--- config.mk ---
export PLATFORM = sky130hd
export DESIGN_NAME = fc_param_loader
export DESIGN_NICKNAME = d
export VERILOG_FILES = /design/src/rtl/fc_pkg.sv /design/src/rtl/fc_param_bank.sv /design/src/rtl/fc_param_loader.sv
export SDC_FILE = /design/constraint.sdc
export NUM_CORES = 1
export LEC_CHECK = 0
export ABC_AREA = 1
export BUFFER_PORTS_ARGS = -buffer_cell sky130_fd_sc_hd__buf_4
export CELL_PAD_IN_SITES_DETAIL_PLACEMENT = 1
export CELL_PAD_IN_SITES_GLOBAL_PLACEMENT = 2
export CORE_ASPECT_RATIO = 2
export CORE_MARGIN = 10
export CORE_UTILIZATION = 30
export DETAILED_ROUTE_END_ITERATION = 6
export GPL_ROUTABILITY_DRIVEN = 0
export PLACE_DENSITY = 0.92
export RECOVER_POWER = 100
export SLEW_MARGIN = 40
export SYNTH_ARGS = -nofsm -noshare
export SYNTH_HDL_FRONTEND = slang
export SYNTH_SLANG_ARGS = --single-unit
--- constraint.sdc ---
create_clock -name clk -period 7.5 [get_ports clk]
set_clock_uncertainty 0.15 [all_clocks]
set_input_delay 1.125 -clock clk [delete_from_list [all_inputs] [get_ports clk]]
set_output_delay 1.125 -clock clk [all_outputs]
set_load 0.1 [all_outputs]
--- src/rtl/fc_pkg.sv ---
// fc_pkg: shared types and sizing helpers for the fully connected parameter loader.
package fc_pkg;
    localparam int FC_DATA_W = 8;

    typedef enum logic [1:0] {IDLE, LOAD_W, LOAD_B, ERR} fc_ld_state_t;

    function automatic int cnt_w(input int m, input int n);
        return $clog2(m * n + m + 1);
    endfunction
endpackage

--- src/rtl/fc_param_bank.sv ---
// fc_param_bank: flat weight/bias register array written one element at a time.
// FC_LOADER_SHADOW_EN adds a shadow bank that is copied to the active bank on commit.
module fc_param_bank import fc_pkg::*; #(
    parameter int M      = 4,
    parameter int N      = 8,
    parameter int DATA_W = FC_DATA_W,
    parameter int AW     = cnt_w(M, N)
) (
    input  logic                       clk,
    input  logic                       rst_n,
`ifdef FC_LOADER_SHADOW_EN
    input  logic                       commit,
`endif
    input  logic                       we,
    input  logic [AW-1:0]              addr,
    input  logic [DATA_W-1:0]          data,
    output logic [M*N*DATA_W-1:0]      weights_flat,
    output logic [M*DATA_W-1:0]        biases_flat
);
    localparam int BW = (M * N + M) * DATA_W;

    logic [BW-1:0] active;

`ifdef FC_LOADER_SHADOW_EN
    logic [BW-1:0] shadow, shadow_next;

    // The commit edge also carries the final bias, so copy the updated shadow.
    always_comb begin
        shadow_next = shadow;
        if (we)
            shadow_next[int'(addr) * DATA_W +: DATA_W] = data;
    end

    always_ff @(posedge clk) begin
        if (!rst_n) begin
            active <= '0;
            shadow <= '0;
        end else begin
            shadow <= shadow_next;
            if (commit)
                active <= shadow_next;
        end
    end
`else
    always_ff @(posedge clk) begin
        if (!rst_n)
            active <= '0;
        else if (we)
            active[int'(addr) * DATA_W +: DATA_W] <= data;
    end
`endif

    assign weights_flat = active[M*N*DATA_W-1:0];
    assign biases_flat  = active[BW-1 -: M*DATA_W];
endmodule

--- src/rtl/fc_param_loader.sv ---
// fc_param_loader: streams weights then biases into a register bank with frame-length checking.
// FC_LOADER_SHADOW_EN keeps the last committed set visible while a new frame loads.
module fc_param_loader import fc_pkg::*; #(
    parameter int M      = 4,
    parameter int N      = 8,
    parameter int DATA_W = FC_DATA_W
) (
    input  logic                       clk,
    input  logic                       rst_n,
    input  logic                       start,
    input  logic                       s_valid,
    output logic                       s_ready,
    input  logic [DATA_W-1:0]          s_data,
    input  logic                       s_last,
    output logic [M*N*DATA_W-1:0]      weights_flat,
    output logic [M*DATA_W-1:0]        biases_flat,
    output logic                       params_valid,
    output logic                       busy,
    output logic                       err
);
    localparam int TOTAL = M * N + M;
    localparam int CW    = cnt_w(M, N);
`ifdef FC_LOADER_SHADOW_EN
    localparam bit SHADOW = 1'b1;
`else
    localparam bit SHADOW = 1'b0;
`endif

    fc_ld_state_t  state;
    logic [CW-1:0] cnt;
    logic          accept, last_el, frame_ok;

    assign accept   = s_valid && s_ready;
    assign last_el  = cnt == CW'(TOTAL - 1);
    assign frame_ok = accept && (s_last == last_el);

    always_ff @(posedge clk) begin
        if (!rst_n) begin
            state        <= IDLE;
            cnt          <= '0;
            s_ready      <= 1'b0;
            busy         <= 1'b0;
            err          <= 1'b0;
            params_valid <= 1'b0;
        end else begin
            case (state)
                IDLE, ERR: if (start) begin
                    state        <= LOAD_W;
                    cnt          <= '0;
                    s_ready      <= 1'b1;
                    busy         <= 1'b1;
                    err          <= 1'b0;
                    params_valid <= SHADOW && params_valid;
                end
                LOAD_W, LOAD_B: if (accept) begin
                    if (s_last != last_el) begin
                        state   <= ERR;
                        s_ready <= 1'b0;
                        busy    <= 1'b0;
                        err     <= 1'b1;
                    end else if (last_el) begin
                        state        <= IDLE;
                        s_ready      <= 1'b0;
                        busy         <= 1'b0;
                        params_valid <= 1'b1;
                    end else begin
                        cnt <= cnt + 1'b1;
                        if (cnt == CW'(M * N - 1))
                            state <= LOAD_B;
                    end
                end
                default: state <= IDLE;
            endcase
        end
    end

    fc_param_bank #(.M(M), .N(N), .DATA_W(DATA_W), .AW(CW)) u_bank (
        .clk          (clk),
        .rst_n        (rst_n),
`ifdef FC_LOADER_SHADOW_EN
        .commit       (frame_ok && last_el),
`endif
        .we           (frame_ok),
        .addr         (cnt),
        .data         (s_data),
        .weights_flat (weights_flat),
        .biases_flat  (biases_flat)
    );
endmodule
Word level (Yosys, flattened, before mapping)
Index checks and enable logic that the tools add are counted.
{"block": "totals", "reg_bits": 299, "inputBits": 13, "output_inout_bits": 292, "elab_cells": 60}
{"block": "classes", "n_addsub": 2, "n_eq_ne": 15, "shifts": 2, "n_mux": 25, "reduce_logical": 10}
{"op": "bitwise mux 288 bit", "count": 1}
{"op": "variable shift 8 x 33 -> 288 bit (first input constant)", "count": 1}
{"op": "variable part select 8 x 33 -> 288 bit", "count": 1}
{"op": "negator 9 -> 33 bit", "count": 1}
{"op": "2-to-1 mux 6 bit", "count": 4}
{"op": "inequality test 2 bit (second input constant)", "count": 6}
{"op": "one-hot mux 6 bit (2 select lines)", "count": 1}
{"op": "2-to-1 mux 1 bit", "count": 10}
{"op": "2-to-1 mux 2 bit", "count": 5}
{"op": "AND reduction 3 bit", "count": 3}
{"op": "AND reduction 4 bit", "count": 2}
{"op": "adder 6 x 1 -> 6 bit (second input constant)", "count": 1}
{"op": "== test 6 x 5 -> 1 bit (second input constant)", "count": 1}
{"op": "== test 6 bit (second input constant)", "count": 1}
{"op": "one-hot mux 1 bit (2 select lines)", "count": 3}
{"op": "== test 2 bit (second input constant)", "count": 2}
{"op": "inequality test 4 bit (second input constant)", "count": 1}
{"op": "one-hot mux 2 bit (2 select lines)", "count": 1}
{"op": "OR reduction 2 bit", "count": 2}
{"op": "inequality test 3 bit (second input constant)", "count": 1}
{"op": "== test 2 x 1 -> 1 bit (second input constant)", "count": 1}
{"op": "logical AND 1 bit", "count": 2}
{"op": "logical NOT 2 bit", "count": 1}
{"op": "== test 1 bit", "count": 1}
{"op": "inequality test 1 bit", "count": 1}

Logic depth before layout (Yosys ltp)
{"block": "depth", "ltp_word": 6, "mapped_depth": 16, "depth_no_buf": 13}

Modules after synthesis
From an unflattened synthesis, not the netlist that was laid out.
{"block": "hier_totals", "hier_cells": 2543, "area_unflattened_um2": 15474.8}
{"mod": "fc_param_bank", "n_inst": 1, "cells_each": 2441, "area_each_um2": 14776.7, "seq_area_each_um2": 5765.5}
{"mod": "fc_param_loader", "n_inst": 1, "cells_each": 102, "area_each_um2": 698.2, "seq_area_each_um2": 220.2}

Worst setup path after synthesis
Ideal clock, no wire load.
{"block": "synth_timing", "kind": "input-to-reg", "from": "input port s_last", "to": "register u_bank.active[172]", "setup_ns": 0.066, "arrival_ns": 2.775, "required_ns": 7.284, "path_slack_ns": 4.509, "path_stages": 10, "path_buffers": 3, "cell_sequence": "inv_1 > ha_1 > nor2_1 > nand3_1 > nor2_1 > buf_2 > buf_2 > clkbuf_1 > a21oi_1 > nor2_1"}
{"block": "synth_between", "elab_chain_len": 2}
{"item": "from (decl)", "line_no": "fc_param_loader.sv:14", "source": "input logic s_last,"}
{"item": "== test 1 bit", "line_no": "fc_param_loader.sv:35", "source": "assign frame_ok = accept && (s_last == last_el);"}
{"item": "logical AND 1 bit", "line_no": "fc_param_loader.sv:35"}
{"item": "to (signal, indexed assignment)", "line_no": "fc_param_bank.sv:49", "source": "active[int'(addr) * DATA_W +: DATA_W] <= data;"}
{"item": "to (decl)", "line_no": "fc_param_bank.sv:22", "source": "logic [BW-1:0] active;"}
Every way passes these cells.
A chain may end at the register's enable or synchronous reset.

Worst setup path in the final report
{"block": "layout_timing", "from": "register cnt[0]", "to": "register u_bank.active[277]"}
{"block": "layout_between", "elab_chain_len": 3, "word_cells_on_any_way": 7, "cone_classes": "1 x add/sub; 2 x eq/ne; 2 x shift; 1 x mux; 1 x reduce/logical"}
{"item": "from (decl)", "line_no": "fc_param_loader.sv:30", "source": "logic [CW-1:0] cnt;"}
{"item": "from (signal assigned)", "line_no": "fc_param_loader.sv:67", "source": "cnt <= cnt + 1'b1;"}
{"item": "negator 9 -> 33 bit / == test 6 bit (equally long branches)", "line_no": "fc_param_bank.sv:49, fc_param_loader.sv:34"}
{"item": "variable part select 8 x 33 -> 288 bit, or another cell as far along", "line_no": "fc_param_bank.sv:49"}
{"item": "bitwise mux 288 bit / logical AND 1 bit (equally long branches)", "line_no": "fc_param_bank.sv:49, fc_param_loader.sv:35"}
Several ways; a longest one is shown, not always the timed one.

==> run_results.csv <==
group,metric,value,unit
cts,cts_sinks,299,
grt,overflow,0,
finish,final_area,17100,um^2
setup_path,start_kind,"flip-flop",
route,initialDrtViolationCount,662,
route,vias,15700,
sta,timing.fmax,184,MHz
power_and_ir_drop,clkPwrFrac,0.437,
yosys,synthTopCellsByArea,"dfxtp_1 (41%), nor2_1 (16%), nand2_1 (13%)",
placement,hpwlAfterDp,46.4,mm
worst_hold_path,hold_class,"flip-flop to flip-flop",
yosys,yosysWarnings,0,
route,drc,0,
sta,hold_viol,0,
grt,grt_pass1_wl,94.1,mm
finish,layout_commonest_cell,"nor2_1",
power_and_ir_drop,ir_drop,0.000155,V
floorplan,rows,114,
cts,postCtsHoldBufs,0,
floorplan,die_area,58700,um^2
setup_path,worstPathArrival,5.80,ns
yosys,synth_top_area_frac,0.408,
setup_path,cp_common_cell,"nand2_1",
sta,fin_crit_sh,0.725,
sta,fin_hold_ws,0.316,ns
finish,layout_common_cells,"nor2_1 (609), nand2_1 (511), nand3_1 (329), clkbuf_1 (300), dfxtp_1 (299)",
route,via_per_inst,4.92,
cts,clk_path_buf_depth,3,
setup_path,slowest_stage,"clkinvlp_2",
grt,grt_use_total,0.200,
power_and_ir_drop,p_sw,0.000870,W
cts,cts_tree,"done",
yosys,avgSynthCellArea,6.27,um^2
yosys,synth_nets,2360,
floorplan,die_w,176,um
yosys,synth.distinct_cells,30,
run,cap_violations,2,
status,outcome,"finished, violations left",
floorplan,ios,305,
grt,antenna_found_initial,1,
power_and_ir_drop,switching_share,0.266,
finish,drive_gt1_frac,0.0450,
route,routed_wl,61.1,mm
setup_path,cp_top_family,"buffers and inverters",
yosys,synth_area,14700,um^2
floorplan,die_y,333,um
route,ant_nets,0,
setup_path,worstPathMaxFanout,68,
finish,areaGrowthSynthToFinish,16.2,%
placement,numPortBuffers,304,
sta,grt_setup_unrepaired,"false",
power_and_ir_drop,power.internal,0.00240,W
sta,worst_pin_slew,4.30,ns
cts,cts-root-buf,"clkbuf_16",
setup_path,path_depth,10,
power_and_ir_drop,pwr_density_cell,192,nW/um^2
power_and_ir_drop,power.share.sequential,0.490,
yosys,syn_inst,2342,
setup_path,cpPeakStageDelay,1.05,ns
yosys,synth_top_cell_by_area,"dfxtp_1",
floorplan,start_util,0.304,
finish,finish.net_count,2551,
setup_path,r2r_cells,10,
cts,cts_buffers,28,
power_and_ir_drop,p_total,0.00327,W
setup_path,crit_chain,"inv_1 > nand2_1 > xor2_4 > clkinvlp_2 > buf_4 > nor2_2 > nand2_1 > nand2_1 > inv_1 > nor2_1",
sta,setup_viol,0,
route,wl_per_cell,19.1,um
sta,final.setup.tns,0,ns
cts,clock_latency,0.59,ns
floorplan,fp.coreArea,48400,um^2
yosys,seq_area_frac_synth,0.408,
setup_path,required,7.86,ns
cts,postCtsSetupBuffers,0,
route,first_pass_iters,5,
setup_path,cp-end-kind,"flip-flop",
sta,worst_slew_margin_rel,-1.86,
power_and_ir_drop,p_leak,6.30,nW
status,violations,"capacitance limit, slew limit",
setup_path,cp_num_buf_inv,4,
yosys,synth_seq_cells,299,
finish,fillers,6474,
sta,drv_slew,190,
setup_path,path_class,"flip-flop to flip-flop",
cts,path_clk_slew,0.07,ns
sta,finalCriticalPeriod,5.44,ns
placement,place_area,17300,um^2
power_and_ir_drop,p_comb_frac,0.074,
grt,grt_pass1_vias,16600,
worst_hold_path,hold_path_depth,2,
grt,grt_max_degree,117,
cts,cts-resized-gates,0,
cts,htreeDepth,1,
## routing by layer
layer	global-route usage	vias to the layer above	wire length, um
met4	0.0867	0	2630
met2	0.367	386	31400
met5	0	-	0
met3	0.0376	117	3080
met1	0.216	7493	24000
li1	-	7698	-
## power groups by stage
stage | clock [W] | combinational [W] | sequential (W)
floorplan | 0 | 0.000155 | 0.00166
global placement | 0 | 0.000235 | 0.00164
detailed placement | 0 | 0.000240 | 0.00164
CTS | 0.00148 | 0.000241 | 0.00160
global route | 0.00154 | 0.000264 | 0.00160
finish | 0.00143 | 0.000241 | 0.00160
## metrics by stage
| stage | worst slack [ns] | util | instances |
|---|---|---|---|
| 3_3_place_gp | 3.08 | 0.357 | 3140 |
| 5_1_grt | 1.35 | 0.353 | 3192 |
| 2_1_floorplan | 4.51 | - | 2342 |
| 3_5_place_dp | 2.95 | 0.358 | 3141 |
| 6_report | 2.06 | 0.353 | 3192 |
| 4_1_cts | 2.92 | 0.376 | 3191 |
## cell usage after synthesis, drive strengths merged
| cell type | number |
|---|---|
| a31oi | 1 |
| nor2 | 633 |
| o21ai | 71 |
| xor2 | 3 |
| dfxtp | 299 |
| nand3 | 329 |
| ha | 5 |
| buf | 94 |
| clkbuf | 64 |
| nand2 | 512 |
| nand4 | 25 |
| inv | 190 |
| nor3b | 1 |
| nand3b | 8 |
| a211oi | 1 |
| nor3 | 9 |
| a21oi | 86 |
| o31ai | 1 |
| clkinv | 2 |
| nor4 | 8 |
## registers in the layout, indices dropped and copies added (netlist names)
register	count
cnt	6
params_valid	1
busy	1
err	1
state	2
u_bank.active	288
## kinds of logic (layout without fill, tap and decap cells)
logic type,after synthesis,after routing,synth area share
AOI/OAI and AO/OA,160,160,0.0550
xor gates and xnor gates,3,3,0.00307
adders and majority gates,5,5,0.00426
buffers and inverters,350,561,0.0950
DFF,299,299,0.408
other,0,1,0
and+or+nand+nor,1525,1525,0.435
## worst reg2reg max path, stage by stage, from the launching register on
cell and delay (ns):
dfxtp_1 0.68, inv_1 0.50, nand2_1 0.37, xor2_4 0.56, clkinvlp_2 1.05, buf_4 0.66, nor2_2 0.71, nand2_1 0.34
nand2_1 0.14, inv_1 0.06, nor2_1 0.13
## area by class of cell
cell class | instances | area (um^2) | share of cell area
Timing Repair Buffer | 319 | 1350 | 0.0788
Tap cell | 638 | 798 | 0.0468
Clock inverter | 13 | 123 | 0.00719
Clock buffer | 37 | 764 | 0.0448
Multi-Input combinational cell | 1693 | 7320 | 0.429
Antenna cell | 1 | 2.50 | 0.000147
Sequential cell | 299 | 5990 | 0.351
Inverter | 192 | 722 | 0.0423
## final timing paths
kind / to / slack, ns / from
worst max-delay path: u_bank.active[277] / 2.06 / cnt[0]
worst min-delay path: u_bank.active[4] / 0.32 / u_bank.active[4]
worst max register to register: u_bank.active[277] / 2.06 / cnt[0]
worst min register to register: u_bank.active[4] / 0.32 / u_bank.active[4]
Power figures use the tool's default switching activity.
